$ cat src/rtl/num_display_pkg.sv
// Shared constants and helpers for the multiplexed 7-segment display driver.
// Segment bytes are active-low, ordered {A,B,C,D,E,F,G,DP}.
package num_display_pkg;

  localparam logic [7:0] SEG_BLANK = 8'b11111111;
  localparam logic [7:0] SEG_DASH  = 8'b11111101;

  typedef enum logic [1:0] {
    ST_IDLE,
    ST_SHIFT,
    ST_COMMIT
  } cvt_state_e;

  function automatic logic [7:0] seg_encode(input logic [3:0] d);
    logic [7:0] s;
    case (d)
      4'h0: s = 8'b00000011;
      4'h1: s = 8'b10011111;
      4'h2: s = 8'b00100101;
      4'h3: s = 8'b00001101;
      4'h4: s = 8'b10011001;
      4'h5: s = 8'b01001001;
      4'h6: s = 8'b01000001;
      4'h7: s = 8'b00011011;
      4'h8: s = 8'b00000001;
      4'h9: s = 8'b00011001;
      4'hA: s = 8'b00010001;
      4'hB: s = 8'b11000001;
      4'hC: s = 8'b01100011;
      4'hD: s = 8'b10000101;
      4'hE: s = 8'b01100001;
      default: s = 8'b01110001;
    endcase
    return s;
  endfunction

  // Decimal digits needed to hold any VALUE_W-bit unsigned value.
  function automatic int bcd_digits(input int w);
    return (w * 3) / 10 + 1;
  endfunction

endpackage

$ cat src/rtl/multi_digit_display_if.sv
// Load handshake between the value registers and the display converter.
interface multi_digit_display_if #(
  parameter int VALUE_W = 16
);
  logic [VALUE_W-1:0] value;
  logic               load;
  logic               hex_mode;
  logic               ready;
  logic               done;

  modport master (output value, load, hex_mode, input ready, done);
  modport slave  (input value, load, hex_mode, output ready, done);
endinterface

$ cat src/rtl/multi_digit_display_bin2bcd_seq.sv
// Sequential double-dabble converter; hex mode bypasses the shifter.
// Digits and overflow only change at COMMIT, so the scan never sees partial sums.
module bin2bcd_seq
  import num_display_pkg::*;
#(
  parameter int VALUE_W = 16,
  parameter int DIGITS  = 4,
  localparam int BCD_D  = bcd_digits(VALUE_W),
  localparam int BCD_W  = 4 * BCD_D
) (
  input  logic               clk,
  input  logic               rst,
  input  logic [VALUE_W-1:0] value_i,
  input  logic               load_i,
  input  logic               hex_i,
  output logic               ready_o,
  output logic               done_o,
  output logic [BCD_W-1:0]   bcd_o,
  output logic               ovf_o
);
  localparam int CNT_W = $clog2(VALUE_W);

  cvt_state_e         state_q, state_d;
  logic [VALUE_W-1:0] sh_q, sh_d;
  logic [BCD_W-1:0]   wrk_q, wrk_d, adj;
  logic [CNT_W-1:0]   cnt_q, cnt_d;
  logic [BCD_W-1:0]   bcd_q, bcd_d;
  logic               ovf_q, ovf_d, done_q, done_d, hi_nz;

  // Hex nibbles and BCD digits share the working register, so one test covers both modes.
  generate
    if (DIGITS < BCD_D) begin : g_ovf
      assign hi_nz = |wrk_q[BCD_W-1:4*DIGITS];
    end else begin : g_noovf
      assign hi_nz = 1'b0;
    end
  endgenerate

  always_comb begin
    adj = wrk_q;
    for (int n = 0; n < BCD_D; n++)
      if (wrk_q[4*n +: 4] >= 4'd5) adj[4*n +: 4] = wrk_q[4*n +: 4] + 4'd3;
  end

  always_comb begin
    state_d = state_q;
    sh_d    = sh_q;
    wrk_d   = wrk_q;
    cnt_d   = cnt_q;
    bcd_d   = bcd_q;
    ovf_d   = ovf_q;
    done_d  = 1'b0;
    case (state_q)
      ST_IDLE: if (load_i) begin
        if (hex_i) begin
          wrk_d   = BCD_W'(value_i);
          state_d = ST_COMMIT;
        end else begin
          sh_d    = value_i;
          wrk_d   = '0;
          cnt_d   = '0;
          state_d = ST_SHIFT;
        end
      end
      ST_SHIFT: begin
        wrk_d = {adj[BCD_W-2:0], sh_q[VALUE_W-1]};
        sh_d  = sh_q << 1;
        cnt_d = cnt_q + 1'b1;
        if (cnt_q == CNT_W'(VALUE_W - 1)) state_d = ST_COMMIT;
      end
      ST_COMMIT: begin
        bcd_d   = wrk_q;
        ovf_d   = hi_nz;
        done_d  = 1'b1;
        state_d = ST_IDLE;
      end
      default: state_d = ST_IDLE;
    endcase
  end

  always_ff @(posedge clk or posedge rst) begin
    if (rst) begin
      state_q <= ST_IDLE;
      sh_q    <= '0;
      wrk_q   <= '0;
      cnt_q   <= '0;
      bcd_q   <= '0;
      ovf_q   <= 1'b0;
      done_q  <= 1'b0;
    end else begin
      state_q <= state_d;
      sh_q    <= sh_d;
      wrk_q   <= wrk_d;
      cnt_q   <= cnt_d;
      bcd_q   <= bcd_d;
      ovf_q   <= ovf_d;
      done_q  <= done_d;
    end
  end

  assign ready_o = (state_q == ST_IDLE);
  assign done_o  = done_q;
  assign bcd_o   = bcd_q;
  assign ovf_o   = ovf_q;

endmodule

$ cat src/rtl/multi_digit_display.sv
// Multiplexed common-anode 7-segment driver: refresh timer, digit scan,
// leading-zero blanking, decimal points and overflow dashes, all registered.
module multi_digit_display
  import num_display_pkg::*;
#(
  parameter int DIGITS      = 4,
  parameter int VALUE_W     = 16,
  parameter int REFRESH_DIV = 1000
) (
  input  logic                 clk,
  input  logic                 rst,
  multi_digit_display_if.slave ld,
  input  logic                 blank_lz_i,
  input  logic [DIGITS-1:0]    dp_en_i,
  output logic [7:0]           seg_o,
  output logic [DIGITS-1:0]    an_o
);
  localparam int BCD_D = bcd_digits(VALUE_W);
  localparam int BCD_W = 4 * BCD_D;
  localparam int REF_W = (REFRESH_DIV > 1) ? $clog2(REFRESH_DIV) : 1;
  localparam int IDX_W = (DIGITS > 1) ? $clog2(DIGITS) : 1;

  logic [BCD_W-1:0]           bcd;
  logic                       ovf;
  logic [DIGITS-1:0][3:0]     dig;
  logic [REF_W-1:0]           ref_q;
  logic [IDX_W-1:0]           idx_q, idx_d;
  logic [7:0]                 seg_q, seg_d;
  logic [DIGITS-1:0]          an_q, an_d;
  logic                       wrap, lz;

  bin2bcd_seq #(.VALUE_W(VALUE_W), .DIGITS(DIGITS)) u_cvt (
    .clk     (clk),
    .rst     (rst),
    .value_i (ld.value),
    .load_i  (ld.load),
    .hex_i   (ld.hex_mode),
    .ready_o (ld.ready),
    .done_o  (ld.done),
    .bcd_o   (bcd),
    .ovf_o   (ovf)
  );

  // Digits beyond what the converter can produce read as zero.
  generate
    for (genvar g = 0; g < DIGITS; g++) begin : g_dig
      if (g < BCD_D) begin : g_src
        assign dig[g] = bcd[4*g +: 4];
      end else begin : g_zero
        assign dig[g] = 4'h0;
      end
    end
  endgenerate

  assign wrap = (ref_q == REF_W'(REFRESH_DIV - 1));

  always_comb begin
    lz = blank_lz_i && (idx_q != '0);
    for (int j = 0; j < DIGITS; j++)
      if ((IDX_W'(j) >= idx_q) && (dig[j] != 4'h0)) lz = 1'b0;
    if (ovf)
      seg_d = SEG_DASH;
    else begin
      seg_d = lz ? SEG_BLANK : seg_encode(dig[idx_q]);
      if (dp_en_i[idx_q]) seg_d[0] = 1'b0;
    end
    an_d  = ~(DIGITS'(1) << idx_q);
    idx_d = (idx_q == IDX_W'(DIGITS - 1)) ? '0 : idx_q + 1'b1;
  end

  // The digit under the scan pointer is latched on wrap, then the pointer moves on.
  always_ff @(posedge clk or posedge rst) begin
    if (rst) begin
      ref_q <= '0;
      idx_q <= '0;
      seg_q <= SEG_BLANK;
      an_q  <= '1;
    end else if (wrap) begin
      ref_q <= '0;
      idx_q <= idx_d;
      seg_q <= seg_d;
      an_q  <= an_d;
    end else begin
      ref_q <= ref_q + 1'b1;
    end
  end

  assign seg_o = seg_q;
  assign an_o  = an_q;

endmodule

$ cat src/flat_wrapper.sv
// flat-port wrapper written by rule: the top's interface ports become plain ports
module multi_digit_display_flat import num_display_pkg::*;
#(
  parameter int DIGITS      = 4,
  parameter int VALUE_W     = 16,
  parameter int REFRESH_DIV = 1000
)
  (clk, rst, blank_lz_i, dp_en_i, seg_o, an_o, ld_value, ld_load, ld_hex_mode, ld_ready, ld_done);
  multi_digit_display_if #(.VALUE_W(VALUE_W)) ld_i ();
  input  logic clk;
  input  logic rst;
  input  logic blank_lz_i;
  input  logic [DIGITS-1:0] dp_en_i;
  output logic [7:0] seg_o;
  output logic [DIGITS-1:0] an_o;
  input wire logic [$bits(ld_i.value)-1:0] ld_value;
  input wire logic [$bits(ld_i.load)-1:0] ld_load;
  input wire logic [$bits(ld_i.hex_mode)-1:0] ld_hex_mode;
  output wire logic [$bits(ld_i.ready)-1:0] ld_ready;
  output wire logic [$bits(ld_i.done)-1:0] ld_done;
  assign ld_i.value = ld_value;
  assign ld_i.load = ld_load;
  assign ld_i.hex_mode = ld_hex_mode;
  assign ld_ready = ld_i.ready;
  assign ld_done = ld_i.done;
  multi_digit_display #(.DIGITS(DIGITS), .VALUE_W(VALUE_W), .REFRESH_DIV(REFRESH_DIV)) u_core (.clk(clk), .rst(rst), .ld(ld_i), .blank_lz_i(blank_lz_i), .dp_en_i(dp_en_i), .seg_o(seg_o), .an_o(an_o));
endmodule
$ cat config.mk
export PLATFORM = sky130hd
export DESIGN_NAME = multi_digit_display_flat
export DESIGN_NICKNAME = d
export VERILOG_FILES = /design/src/rtl/num_display_pkg.sv /design/src/rtl/multi_digit_display_if.sv /design/src/rtl/multi_digit_display_bin2bcd_seq.sv /design/src/rtl/multi_digit_display.sv /design/src/flat_wrapper.sv
export SDC_FILE = /design/constraint.sdc
export NUM_CORES = 1
export LEC_CHECK = 0
export CORE_ASPECT_RATIO = 1.25
export CORE_MARGIN = 10
export CORE_UTILIZATION = 25
export CTS_CLUSTER_DIAMETER = 100
export DETAILED_ROUTE_END_ITERATION = 7
export GPL_ROUTABILITY_DRIVEN = 0
export GPL_TIMING_DRIVEN = 0
export PLACE_DENSITY = 0.44
export REMOVE_ABC_BUFFERS = 1
export SLEW_MARGIN = 20
export SYNTH_ARGS = -nofsm -noshare
export SYNTH_HDL_FRONTEND = slang
export SYNTH_SLANG_ARGS = --single-unit
$ cat constraint.sdc
create_clock -name clk -period 5.1 [get_ports clk]
set_input_delay 0.51 -clock clk [delete_from_list [all_inputs] [get_ports clk]]
set_output_delay 0.51 -clock clk [all_outputs]
set_load 0.05 [all_outputs]
* Yosys cells after proc, flatten, opt, wreduce, memory -nomap -nowiden
Memories as Yosys holds them, arrays and structs flattened. Cells that the tools add are included.
Storage, ports and cells: flip-flop bits (word level) 84, bits in read-only memories 112, input port bits 25, output and inout bits 14, logic and storage cells 88, memories kept 1
Operators by class: add/sub/neg operators 8, order comparisons 10, equal/unequal tests 8, shift-type cells 1, mux-type cells 32, bitwise logic cells 1, reduce and logical (&&, ||, !) cells 16
Memories:
- (name not given) | depth 16, bits a word 7, read ports 1, clocked after memory_dff 0, write ports 0, line num_display_pkg.sv:16 | case (d)
Operators by type and width (number):
- 16-bit 2-to-1 mux | 3
- 20-bit case mux with 2 select lines | 1
- 16-bit case mux with 2 select lines | 1
- 4-bit 2-to-1 mux | 7
- 4-bit by 3-bit greater-or-equal comparator with 1-bit output, second input constant | 5
- 20-bit 2-to-1 mux | 1
- 4-bit by 2-bit adder with 4-bit output, second input constant | 4
- 8-bit 2-to-1 mux | 2
- 4-bit nonzero test | 4
- 10-bit by 1-bit adder with 10-bit output, second input constant | 1
- 10-bit == test, second input constant | 1
- 10-bit 2-to-1 mux | 1
- 4-bit binary-select mux with 2-bit select | 1
- 2-bit 2-to-1 mux | 4
- 4-bit case mux with 2 select lines | 1
- 1-bit 2-to-1 mux | 7
- 2-bit inequality test, second input constant | 3
- 1-bit logical AND | 5
- 4-bit by 1-bit adder with 4-bit output, second input constant | 1
- 2-bit == test, second input constant | 2
- 4-bit == test, second input constant | 1
- 1-bit by 2-bit greater-or-equal comparator with 1-bit output, first input constant | 2
- 2-bit greater-or-equal comparator, first input constant | 2
- 4-bit inverter | 1
- other kinds (13) | 15

* Depth between registers and ports, before layout
depth in word-level cells 9, depth in mapped cells 10, depth with buffers taken out 9

* Hierarchy
From an unflattened synthesis, not the netlist that was laid out.
Unflattened totals: cell total of the unflattened synthesis 420, area, all modules 4608.2 um^2
By module, submodules not included:
- bin2bcd_seq | times used 1, cells an instance 265, area each 3021.6 um^2, sequential area each 1601.5 um^2
- multi_digit_display | times used 1, cells an instance 155, area each 1586.5 um^2, sequential area each 615.6 um^2

* Least setup slack after synthesis
OpenSTA, ideal clock, no wires.
path kind flip-flop to flip-flop, from register u_core.idx_q[0], to register u_core.seg_q[3] (netlist: u_core.seg_o[3]), library setup time 62 ps, arrival 2149 ps, required time 5038 ps, path slack 2889 ps, cell stages (with the launch flop) 9, buffers on the path 2, period minus slack after synthesis 2211 ps, cell sequence dfrtp_1 > buf_2 > inv_1 > ha_1 > or4b_2 > nor4_1 > or3_1 > buf_2 > o32a_1
Between the ends: word-level cells in the longest chain between the ends 8, elaborated cells on any way between the ends 19, those cells by class order compare (4); mux (8); reduce/logical (6); memory (1)
Ends and longest elaborated chain:
- start: declaration | line multi_digit_display.sv:27 | logic [IDX_W-1:0] idx_q, idx_d;
- start signal: assignment | line multi_digit_display.sv:80 | idx_q <= idx_d;
- parallel branches: the longest is 6 deep, another holds memory 16 x 7 bit
- 8-bit 2-to-1 mux (*) | line multi_digit_display.sv:64 | seg_d = lz ? SEG_BLANK : seg_encode(dig[idx_q]);
- 8-bit 2-to-1 mux (*) | line multi_digit_display.sv:61 | if (ovf)
- end signal: assignment | line multi_digit_display.sv:81 | seg_q <= seg_d;
- end: declaration | line multi_digit_display.sv:28 | logic [7:0] seg_q, seg_d;
Every way passes the cells marked *. The select of a mux whose other input is x is not followed. A chain may end at the register's enable or synchronous reset.

* Worst setup path in the final report
Ends and elaborated chain as after synthesis.

==> flow_summary.toml <==
[critical_path]
max_stage_delay_ns = 0.64
crit_start = "u_core.idx_q[0]$_DFFE_PP0N_"
required_ns = 5.38
arrival_ns = 2.95
path_cells = "inv_1, ha_1, or4b_2, nor4_1, or3_1, o32a_1"
path_max_fanout = 11
crit_path_end = "u_core.seg_o[3]$_DFFE_PP1N_"
reg2reg_slack_ns = 2.42
path_class = "reg -> reg"
path_delay_family = "simple AND/OR/NAND/NOR gates"
slowest_stage = "dfrtp_1"
crit_buf_inv = 1
worstSetupPathDepth = 6
r2r_end = "u_core.seg_o[3]$_DFFE_PP1N_"
worst_setup_path_start_kind = "flop"
r2r_cells = 6
cp-end-kind = "flop"
rr_startpoint = "u_core.idx_q[0]$_DFFE_PP0N_"

[clock_network]
clock-sinks = 84
cts_buffer_depth = 2
cts_buffers = 9
cts_tree = "yes"
clock_latency_ns = 0.34
cts_resized = 0
htree_levels = 3
cts_root_buf = "clkbuf_16"
cts_setup_buffers = 0
clk_pin_slew_ns = 0.06
ctsHoldBuffers = 0

[timing]
worst_pin_slew_ns = 0.643
period_needed_ns = 2.68
max_freq_mhz = 374
finalHoldViolations = 0
timing.hold.ws_ns = 0.460
setup_violations = 0
drv_slew = 0
fin_tns_setup_ns = 0
rsz0062_at_grt = "no"
finClkSkew_ns = 0.00576
post-route-period-util_pct = 52.5
slew-limit-headroom_pct = 56.9

[logic_synthesis]
syn_inst = 433
yosysWarnings = 0
syn_avg_cell_area_um2 = 10.3
ys_seq_area_share_pct = 47.5
synth-edff-count = 0
synthArstFlopShare_pct = 100
ys_ff_latch = 84
synth_area_mm2 = 0.00446
yosysUniqueCellTypes = 49
synth_ff_type = "dfrtp_1"

[placed_design]
place_area_mm2 = 0.00517
dp_hpwl_mm = 7.41
numPortBuffers = 38

[grt]
grt_start_max_net_pins = 45
grt_pass1_wl_mm = 16.9
grtUsageTotal_pct = 8.72
antenna_found_initial = 0
grt_pass1_vias = 3234
overflow = 0

[floorplanning]
dieArea_mm2 = 0.0236
initial_core_util_pct = 25.5
core_area_mm2 = 0.0175
num_io_pins = 39
die_y_um = 169
die_w_um = 139
num_rows = 54

[detailed_routing]
first_iter_violations = 109
antenna_left = 0
first_pass_iters = 4
routed-via-count = 3211
via_per_inst = 4.62
drcViolationCount = 0
routed_wl_mm = 10.1
avgRoutedWirePerCell_um = 14.6

[power_and_ir_drop]
peakVddDrop_uv = 261
p_leak_nw = 2.23
power_density_mw_per_mm2 = 509
power_w = 0.00276

[outcome]
status = "finished, final reports clean"

[final_layout]
design_area_mm2 = 0.00542
mostFrequentLayoutCell = "dfrtp_1"
area_growth_pct = 21.6
antenna_cells = 0
fin_nets = 515
mostFrequentLayoutCells = "dfrtp_1, a21oi_1, clkdlybuf4s50_1"
drive_gt1_share_pct = 13.6

[run]
cap_violations = 0

[hold_path]
hold_path_class = "reg -> reg"
-- how the worst min path moves through the flow --
stage | start | to | depth (start not counted)
2_1_floorplan | u_core.ref_q[0]$_DFF_PP0_ | u_core.ref_q[0]$_DFF_PP0_ | 1
3_3_place_gp | u_core.ref_q[0]$_DFF_PP0_ | u_core.ref_q[0]$_DFF_PP0_ | 1
3_5_place_dp | u_core.ref_q[0]$_DFF_PP0_ | u_core.ref_q[0]$_DFF_PP0_ | 1
4_1_cts | u_core.ref_q[0]$_DFF_PP0_ | u_core.ref_q[0]$_DFF_PP0_ | 1
5_1_grt | u_core.ref_q[0]$_DFF_PP0_ | u_core.ref_q[0]$_DFF_PP0_ | 1
6_report | u_core.ref_q[0]$_DFF_PP0_ | u_core.ref_q[0]$_DFF_PP0_ | 1
-- kinds of logic after synthesis --
family / after synthesis / synth area share, %
muxes: 44 / 11.5
buffers and inverters: 41 / 3.96
and+or+nand+nor: 120 / 13.7
AOI/OAI and AO/OA: 109 / 14.5
xor gates and xnor gates: 12 / 2.36
adders and majority gates: 23 / 6.46
DFF: 84 / 47.5
-- per-layer routing --
layer	wire [um]	global-route usage, %
met5	0	0
met4	74	2.45
met3	355	3.05
met2	4800	14.1
met1	4920	10.7
-- per-stage QoR --
stage | std cells | util [%] | worst slack, ns
after global placement | 672 | 28.6 | 0.0135
after floorplan | 410 | - | 1.88
final | 695 | 31.0 | 2.42
after CTS | 695 | 31.0 | 2.39
after global routing | 695 | 31.0 | 2.20
after detailed placement | 680 | 29.5 | 2.41
-- Yosys cell counts (3+ instances only) --
cell type / number / area share (%)
mux4_2: 4 / 2.0
nor4_1: 3 / 0.42
nor2_1: 37 / 3.1
a32oi_1: 4 / 0.79
dfstp_2: 12 / 7.1
xnor2_1: 7 / 1.4
xor2_1: 5 / 0.98
nor3b_1: 7 / 1.2
inv_1: 18 / 1.5
o21ai_0: 33 / 3.7
nand2_1: 27 / 2.3
or3_1: 3 / 0.42
a21oi_1: 42 / 4.7
mux2i_1: 23 / 5.2
mux2_2: 17 / 4.3
nand3_1: 7 / 0.79
o22a_1: 4 / 0.79
o32a_1: 3 / 0.67
o22ai_1: 3 / 0.42
a211oi_1: 8 / 1.3
ha_1: 23 / 6.5
buf_2: 6 / 0.67
dfrtp_1: 72 / 40
nor2b_1: 4 / 0.56
nor3_1: 6 / 0.67
and3_1: 8 / 1.1
nand2b_1: 7 / 0.98
clkbuf_1: 13 / 1.1
-- sequential cells by signal, indices dropped and copies added (netlist names), 4 cells and up --
| register | cells |
|---|---|
| u_core.an_o | 4 |
| u_core.ref_q | 10 |
| u_core.seg_o | 8 |
| u_core.u_cvt.bcd_o | 16 |
| u_core.u_cvt.cnt_q | 4 |
| u_core.u_cvt.sh_q | 16 |
| u_core.u_cvt.wrk_q | 20 |
-- final cells by class --
cell class | instances | area (um2)
tap | 224 | 280
fill | 1794 | 12100
clock buffer | 13 | 240
sequential | 84 | 2120
inverter | 18 | 70.1
timing repair buffer | 46 | 504
multi-input combinational | 308 | 2200
clock inverter | 2 | 12.5
-- where the power goes --
part | switching [W] | internal [W] | leakage (nW)
combinational | 0.000586 | 0.000505 | 1.10
clock | 0.000256 | 0.000327 | 0.120
sequential | 0.000201 | 0.000884 | 1.01
No activity file was read; power rests on OpenSTA's default activity.
